## src/rtl/lc3b_types.sv

```systemverilog
`default_nettype none
// ============================================================================
// Module      : lc3b_types (package)
// Description : Shared types and default geometry for the cache line array.
// Revision    : 1.0 - initial release
// ============================================================================
package lc3b_types;

    localparam int c_WIDTH = 128;              // default data bits per entry
    localparam int c_DEPTH = 8;                // default number of entries
    localparam int c_IW    = $clog2(c_DEPTH);  // default index width

    // Entry index for the default geometry
    typedef logic [c_IW-1:0] lc3b_index;

    // Sweep controller state encoding
    localparam logic [0:0] c_ST_IDLE  = 1'b0;
    localparam logic [0:0] c_ST_SWEEP = 1'b1;

endpackage
`default_nettype wire

```

## src/rtl/array_sweep_ctrl.sv

```systemverilog
`default_nettype none
// ============================================================================
// Module      : array_sweep_ctrl
// Description : Invalidate-all sweep FSM. Walks a pointer over every entry,
//               one entry per cycle, and flags busy while walking.
// Revision    : 1.0 - initial release
// ============================================================================
module array_sweep_ctrl
    import lc3b_types::*;
#(
    parameter  int DEPTH = c_DEPTH,
    localparam int IW    = $clog2(DEPTH)
) (
    input  logic          clk,
    input  logic          rst_n,
    input  logic          flush,
    output logic          busy,
    output logic [IW-1:0] ptr
);

    logic [0:0]    r_state;
    logic [0:0]    w_state_nxt;
    logic [IW-1:0] r_ptr;
    logic [IW-1:0] w_ptr_nxt;

    // State and pointer registers; reset aborts any sweep in progress
    always_ff @(posedge clk) begin
        if (!rst_n) begin
            r_state <= c_ST_IDLE;
            r_ptr   <= '0;
        end else begin
            r_state <= w_state_nxt;
            r_ptr   <= w_ptr_nxt;
        end
    end

    // Next state: flush starts at entry 0, last entry returns to idle
    always_comb begin
        w_state_nxt = r_state;
        w_ptr_nxt   = r_ptr;
        case (r_state)
            c_ST_IDLE: begin
                if (flush) begin
                    w_state_nxt = c_ST_SWEEP;
                    w_ptr_nxt   = '0;
                end
            end
            c_ST_SWEEP: begin
                if (r_ptr == IW'(DEPTH - 1)) begin
                    w_state_nxt = c_ST_IDLE;
                    w_ptr_nxt   = '0;
                end else begin
                    w_ptr_nxt   = r_ptr + 1'b1;
                end
            end
            default: begin
                w_state_nxt = c_ST_IDLE;
                w_ptr_nxt   = '0;
            end
        endcase
    end

    assign busy = (r_state == c_ST_SWEEP);
    assign ptr  = r_ptr;

endmodule
`default_nettype wire

```

## src/rtl/cache_line_array.sv

```systemverilog
`default_nettype none
// ============================================================================
// Module      : cache_line_array
// Description : Cache line storage with byte-masked writes, per-entry valid
//               and dirty bits, single-entry invalidate, a flush sweep and a
//               running count of valid entries. Reads are combinational.
// Revision    : 1.0 - initial release
// ============================================================================
module cache_line_array
    import lc3b_types::*;
#(
    parameter  int WIDTH = c_WIDTH,
    parameter  int DEPTH = c_DEPTH,
    localparam int IW    = $clog2(DEPTH),
    localparam int NB    = WIDTH / 8,
    localparam int CW    = $clog2(DEPTH + 1)
) (
    input  logic             clk,
    input  logic             rst_n,
    input  logic [IW-1:0]    index,
    input  logic             write,
    input  logic [NB-1:0]    wmask,
    input  logic [WIDTH-1:0] datain,
    input  logic             dirty_in,
    input  logic             inval,
    input  logic             flush,
    output logic [WIDTH-1:0] dataout,
    output logic             valid_out,
    output logic             dirty_out,
    output logic             busy,
    output logic [CW-1:0]    count
);

    logic [WIDTH-1:0] r_mem [DEPTH];
    logic [DEPTH-1:0] r_valid;
    logic [DEPTH-1:0] r_dirty;
    logic [CW-1:0]    r_count;

    logic             w_busy;
    logic [IW-1:0]    w_ptr;
    logic             w_do_write;
    logic             w_do_inval;

    array_sweep_ctrl #(
        .DEPTH (DEPTH)
    ) u_sweep (
        .clk   (clk),
        .rst_n (rst_n),
        .flush (flush),
        .busy  (w_busy),
        .ptr   (w_ptr)
    );

    // A sweep in progress or starting this cycle swallows write/inval;
    // write wins over inval when both arrive together.
    assign w_do_write = write & ~w_busy & ~flush;
    assign w_do_inval = inval & ~write & ~w_busy & ~flush;

    // Byte-masked data store; contents intentionally survive reset
    always_ff @(posedge clk) begin
        if (w_do_write) begin
            for (int b = 0; b < NB; b++) begin
                if (wmask[b]) begin
                    r_mem[index][8*b +: 8] <= datain[8*b +: 8];
                end
            end
        end
    end

    // Valid/dirty bits and valid-entry count; sources are mutually exclusive
    always_ff @(posedge clk) begin
        if (!rst_n) begin
            r_valid <= '0;
            r_dirty <= '0;
            r_count <= '0;
        end else if (w_do_write) begin
            r_valid[index] <= 1'b1;
            r_dirty[index] <= dirty_in;
            if (!r_valid[index]) begin
                r_count <= r_count + 1'b1;
            end
        end else if (w_do_inval) begin
            r_valid[index] <= 1'b0;
            r_dirty[index] <= 1'b0;
            if (r_valid[index]) begin
                r_count <= r_count - 1'b1;
            end
        end else if (w_busy) begin
            r_valid[w_ptr] <= 1'b0;
            r_dirty[w_ptr] <= 1'b0;
            if (r_valid[w_ptr]) begin
                r_count <= r_count - 1'b1;
            end
        end
    end

    assign dataout   = r_mem[index];
    assign valid_out = r_valid[index] & ~w_busy;
    assign dirty_out = r_dirty[index];
    assign busy      = w_busy;
    assign count     = r_count;

endmodule
`default_nettype wire

```

## config.mk

```make
export PLATFORM = sky130hd
export DESIGN_NAME = cache_line_array
export DESIGN_NICKNAME = d
export VERILOG_FILES = /design/src/rtl/lc3b_types.sv /design/src/rtl/array_sweep_ctrl.sv /design/src/rtl/cache_line_array.sv
export SDC_FILE = /design/constraint.sdc
export NUM_CORES = 1
export LEC_CHECK = 0
export BUFFER_PORTS_ARGS = -buffer_cell sky130_fd_sc_hd__buf_4
export CORE_ASPECT_RATIO = 0.7
export CORE_MARGIN = 3
export CORE_UTILIZATION = 60
export DETAILED_ROUTE_END_ITERATION = 8
export PLACE_DENSITY = 0.76
export SKIP_CTS_REPAIR_TIMING = 1
export SYNTH_ARGS = -nofsm -noshare
export SYNTH_HDL_FRONTEND = slang
export SYNTH_SLANG_ARGS = --single-unit
```

## constraint.sdc

```tcl
create_clock -name clk -period 2.8 [get_ports clk]
set_clock_uncertainty 0.1 [all_clocks]
set_input_delay 0.14 -clock clk [delete_from_list [all_inputs] [get_ports clk]]
set_output_delay 0.14 -clock clk [all_outputs]
set_load 0.005 [all_outputs]
```

======== Word-level counts from Yosys, hierarchy flattened ========
Memories as Yosys holds them, arrays and structs flattened.
Index checks and enable logic that the tools add are counted.
cells by class
  equal/unequal tests ..................... 4
  $add $sub $neg .......................... 3
  order comparisons ....................... 4
  reductions and logical operators ........ 5
  multiplexer cells ....................... 77
  bitwise operators ....................... 16
operators by type and width
  operator                                                                              number
  1-bit 2-to-1 mux                                                                      55
  8-bit 2-to-1 mux                                                                      6
  8-bit AND                                                                             4
  4-bit 2-to-1 mux                                                                      6
  8-bit NOT                                                                             2
  1-bit binary-select mux with 3-bit select                                             3
  8-bit bitwise mux                                                                     1
  3-bit by 4-bit < comparator with 1-bit output (second input constant)                 2
  8-bit bitwise OR                                                                      1
  1-bit AND                                                                             6
  1-bit demux with 3-bit select                                                         2
  3-bit by 1-bit greater-or-equal comparator with 1-bit output (second input constant)  2
  3-bit 2-to-1 mux                                                                      2
  3-bit one-hot mux with 2 select lines                                                 1
  3-bit nonzero test                                                                    2
  4-bit by 1-bit adder with 4-bit output (second input constant)                        1
  2-bit inequality test (second input constant)                                         2
  4-bit AND reduction                                                                   1
  4-bit by 1-bit subtractor with 4-bit output (second input constant)                   1
  3-bit by 1-bit adder with 3-bit output (second input constant)                        1
  3-bit == test (second input constant)                                                 1
  3-bit by 2-bit inequality test with 1-bit output (second input constant)              1
  1-bit NOT                                                                             3
  1-bit logical AND                                                                     2
  1-bit one-hot mux with 2 select lines                                                 1
word-level totals
  RAM bits ................................ 1024
  register bits after elaboration ......... 24
  input bits .............................. 153
  output and inout port bits .............. 135
  memories kept ........................... 1
memories
  memory  depth  width  rd ports  clocked after memory_dff  write ports  line                    text
  r_mem   8      128    1         0                         1            cache_line_array.sv:34  logic [WIDTH-1:0] r_mem [DEPTH];

======== Longest topological paths before layout ========
  depth after elaboration ................. 9
  mapped depth ............................ 9
  depth with buffers taken out ............ 8

======== Cells and area by module ========
A second synthesis with hierarchy kept.
unflattened totals
  cell total of the unflattened synthesis .. 2341
  area total of the unflattened synthesis .. 40734.1 µm²
modules (own cells, without submodules)
  module            cells an instance  times used  area each (µm²)
  cache_line_array  2323               1           40538.9
  array_sweep_ctrl  18                 1           195.2

======== Worst setup path after synthesis ========
Ideal clock, no wire load.
  path kind ............................... flip-flop to flip-flop
  start ................................... register u_sweep.r_state, in the netlist u_sweep.busy
  end ..................................... memory r_mem[1][100] (netlist name) (enable)
  cell stages (with the launch flop) ...... 6
  path buffers ............................ 1
  arrival ................................. 1.709 ns
  period minus slack after synthesis ...... 2.141 ns
  path slack .............................. 0.659 ns
  path through ............................ dfxtp_1 nor2_1 nand2_1 nor3_2 clkbuf_1 and2_1
on the way
  longest elaborated chain between the ends .. 5
ends and longest elaborated chain
  item                                    line                    text
  from (decl)                             array_sweep_ctrl.sv:21  logic [0:0] r_state;
  from (signal assigned)                  array_sweep_ctrl.sv:29  r_state <= c_ST_IDLE;
  from (signal assigned)                  array_sweep_ctrl.sv:32  r_state <= w_state_nxt;
  1-bit NOT                               cache_line_array.sv:56  assign w_do_write = write & ~w_busy & ~flush;
  1-bit AND (2 in series)                 cache_line_array.sv:56
  1-bit 2-to-1 mux                        cache_line_array.sv:61  if (w_do_write) begin
  1-bit 2-to-1 mux (implied by the code)  cache_line_array.sv:64  r_mem[index][8*b +: 8] <= datain[8*b +: 8];
  to (decl)                               cache_line_array.sv:34
Every way passes these cells.

======== Worst setup path after layout ========
  start ................................... register u_sweep.r_state, in the netlist u_sweep.busy
  end ..................................... memory r_mem[7][48] (netlist name) (enable)
The elaborated chain is that of the path after synthesis.

==> out/qor.csv <==
stage;metric;value;unit
outcome;run_status;complete, no violations;
critical_path;worst_path_max_fanout;14;
clock_tree;cts_tree;done;
yosys;number_of_enable_flip_flop_cells_after_synthesis;1024;
floorplanning;fp.coreArea;65500;µm²
power_and_ir_drop;power_density;680;nW/µm²
timing;maximum_frequency_from_static_timing_analysis;386;MHz
routing;antenna_left;0;
power_and_ir_drop;ir_drop;0.881;mV
timing;finalCritPeriodShare;0.926;
critical_path;crit_path_end;r_mem[7][48];
timing;maxSlewViolCount;0;
yosys;synthesis.yosys.warnings;0;
timing;worst_slew_pin_slew;843;ps
critical_path;timing.critical_path.from;u_sweep.busy;
placement;placement.setup.worst_slack;282;ps
yosys;synth_cell_types;46;
critical_path;setup.worst_path.start_class;register;
critical_path;worst_ep_arrival_time;2770;ps
grt;first_global_vias;23516;
yosys;ys_dominant_reg_cell;edfxtp_1;
critical_path;number_of_cells_on_the_worst_reg_to_reg_path;5;
grt;globalRouteTotalUtil;0.304;
critical_path;timing.rr.end;r_mem[7][48];
timing;report.final.hold_viol_count;0;
clock_tree;clock_tree.buffer_depth;3;
routing;drt_pass1_iterations;6;
clock_tree;clock-root-buffer;clkbuf_16;
grt;antenna_found_initial;16;
grt;grt_remaining_overflow;0;
critical_path;timing.critical_path.to_type;register;
clock_tree;clkSlewWorstSetupHoldPaths;70;ps
placement;port-buffer-count;287;
routing;drcViolationCount;0;
floorplanning;initial_core_util;0.614;
floorplanning;fp.dieH;223;µm
clock_tree;numCtsBuffers;94;
yosys;mappedNetlistNets;2469;
floorplanning;fp-row-count;78;
power_and_ir_drop;p_total;32.9;mW
routing;via_count;24590;
run;drv_cap;0;
yosys;synthArstFlopShare;0;
yosys;ys_seq_elements;1048;
timing;tns;0;ps
critical_path;reg2reg_slack;210;ps
clock_tree;cts_htree_levels;3;
yosys;syn_area;40200;µm²
routing;via_per_inst;6.58;
critical_path;data_required_time_of_the_critical_path;2970;ps
finish;drive_above_1_share;0.231;
timing;grt_setup_unrepaired;false;
yosys;syn-instance-count;2312;
clock_tree;tritoncts_num_sinks;1048;
floorplanning;die_area;70200;µm²
clock_tree;clock_insertion_delay_worst_skew;640;ps
routing;route.final.wire_length;109000;µm
grt;grt_max_degree;135;
routing;drt_iter0_drc;3678;
yosys;synth-seq-area-share;0.777;
critical_path;rr_startpoint;u_sweep.busy;
routing;drt-wirelength-per-cell;29.1;µm
timing;slew-limit-headroom;0.438;
placement;dp_hpwl;67000;µm
worst_hold_path;hold_path.startpoint;wmask[15];
grt;grt_first_pass_wirelength;155000;µm
timing;worst_case_setup_margin_in_the_final_layout;207;ps
finish;area_growth_syn_to_layout;20.3;%
power_and_ir_drop;power.leakage;16.5;nW
floorplanning;pin_count;288;
critical_path;worstSetupPathType;reg2reg;
placement;dpl-instance-area;43800;µm²
worst_hold_path;hold_path.class;in2reg;
finish;net_total_in_the_final_layout;2927;
timing;min_period;2590;ps
finish;finalInstanceArea;48300;µm²
placement;gp_weighted_congestion;0.885;
yosys;mean_post_synth_cell_area;17.4;µm²
floorplanning;die_w;315;µm
timing;report.final.setup_viol;0;
==> where the power goes <==
part | leakage (nW) | switching (mW) | internal (mW) | total [mW]
combinational | 5.49 | 1.31 | 0.972 | 2.28
clock | 1.55 | 5.57 | 7.66 | 13.2
sequential | 9.41 | 0.0403 | 17.3 | 17.3
total | 16.5 | 6.93 | 25.9 | 32.9
==> placed cells by master (no fill, tap or decap), types with 45 or more instances in the layout <==
cell type	Yosys	layout
nor2_1	96	87
nand2_1	64	64
mux2_2	102	102
o21ai_0	73	73
mux2i_1	124	124
dlygate4sd3_1	0	135
a221oi_1	141	141
buf_4	3	361
clkbuf_16	0	96
o22ai_1	45	45
edfxtp_1	1024	1024
a21oi_1	99	99
a22oi_1	82	82
and2_1	129	129
==> worst max-delay path, stage by stage (launching register included) <==
cell,delay (ps)
dfxtp_1,310
nor2_1,390
nand2_1,330
nor3_4,280
buf_12,230
and2_1,590
==> routing by layer <==
| metal | vias up | share of wire | global-route usage |
|---|---|---|---|
| met2 | 1697 | 0.46 | 0.451 |
| met4 | 14 | 0.031 | 0.103 |
| met1 | 12308 | 0.38 | 0.431 |
| met5 | - | 0.00059 | 0 |
| met3 | 244 | 0.13 | 0.0987 |
| li1 | 10327 | - | - |
==> registers in the layout, indices dropped and copies added, names as in the netlist <==
register and flops:
count 4, r_dirty 8, r_mem 1024, r_valid 8, u_sweep.busy 1, u_sweep.ptr 3
==> worst min path at each step <==
stage                          endpoint  slack, ps  cells past startpoint
after floorplan             r_mem[0][0]        140                      0
after global placement     r_mem[3][93]        270                      1
after detailed placement   r_mem[5][10]        270                      1
after CTS                  r_mem[1][93]       -410                      1
after global routing      r_mem[5][123]          9                      2
final                     r_mem[5][124]         10                      2
==> per-stage QoR <==
step	std cells	hold slack (ps)	util
floorplan	2312	139	-
global route	3733	8.71	0.738
CTS	3592	-410	0.717
global placement	3419	268	0.669
detailed placement	3419	272	0.669
finish	3738	13.4	0.738
==> Yosys cell counts, types with 9 or more instances <==
library cell,number,area share
mux4_2,11,0.0062
nor3_2,9,0.0022
nor2_1,96,0.0090
nand2_1,64,0.0060
a22o_1,14,0.0031
a21oi_1,99,0.012
clkbuf_1,90,0.0084
mux2_2,102,0.029
a221o_1,32,0.0080
and2_1,129,0.020
o22ai_1,45,0.0070
o21ai_0,73,0.0091
dfxtp_1,24,0.012
buf_1,9,0.00084
mux2i_1,124,0.031
nand3_1,12,0.0015
a221oi_1,141,0.031
a222oi_1,26,0.0065
edfxtp_1,1024,0.77
buf_2,50,0.0062
a22oi_1,82,0.015
==> final cells by class <==
cell class / count / area, µm²
fillers: 3796 / 17100
clock buffers: 120 / 2510
multi-input cells: 1109 / 8410
clock inverters: 53 / 637
diodes: 11 / 27.5
repair buffers: 514 / 4410
well taps: 880 / 1100
inverters: 3 / 11.3
flip-flops and latches: 1048 / 31200
==> cell families (layout without fill, tap and decap cells) <==
kind of cell,count (synthesis),after routing,share of synthesized area
compound gates,527,527,0.0952
xor+xnor,3,3,0.000654
fa+ha+maj,4,4,0.00125
buf+inv,155,690,0.0163
flops,1048,1048,0.777
mux,237,237,0.0656
other cells,0,11,0
simple gates,338,338,0.0437
Power figures use the tool's default switching activity.
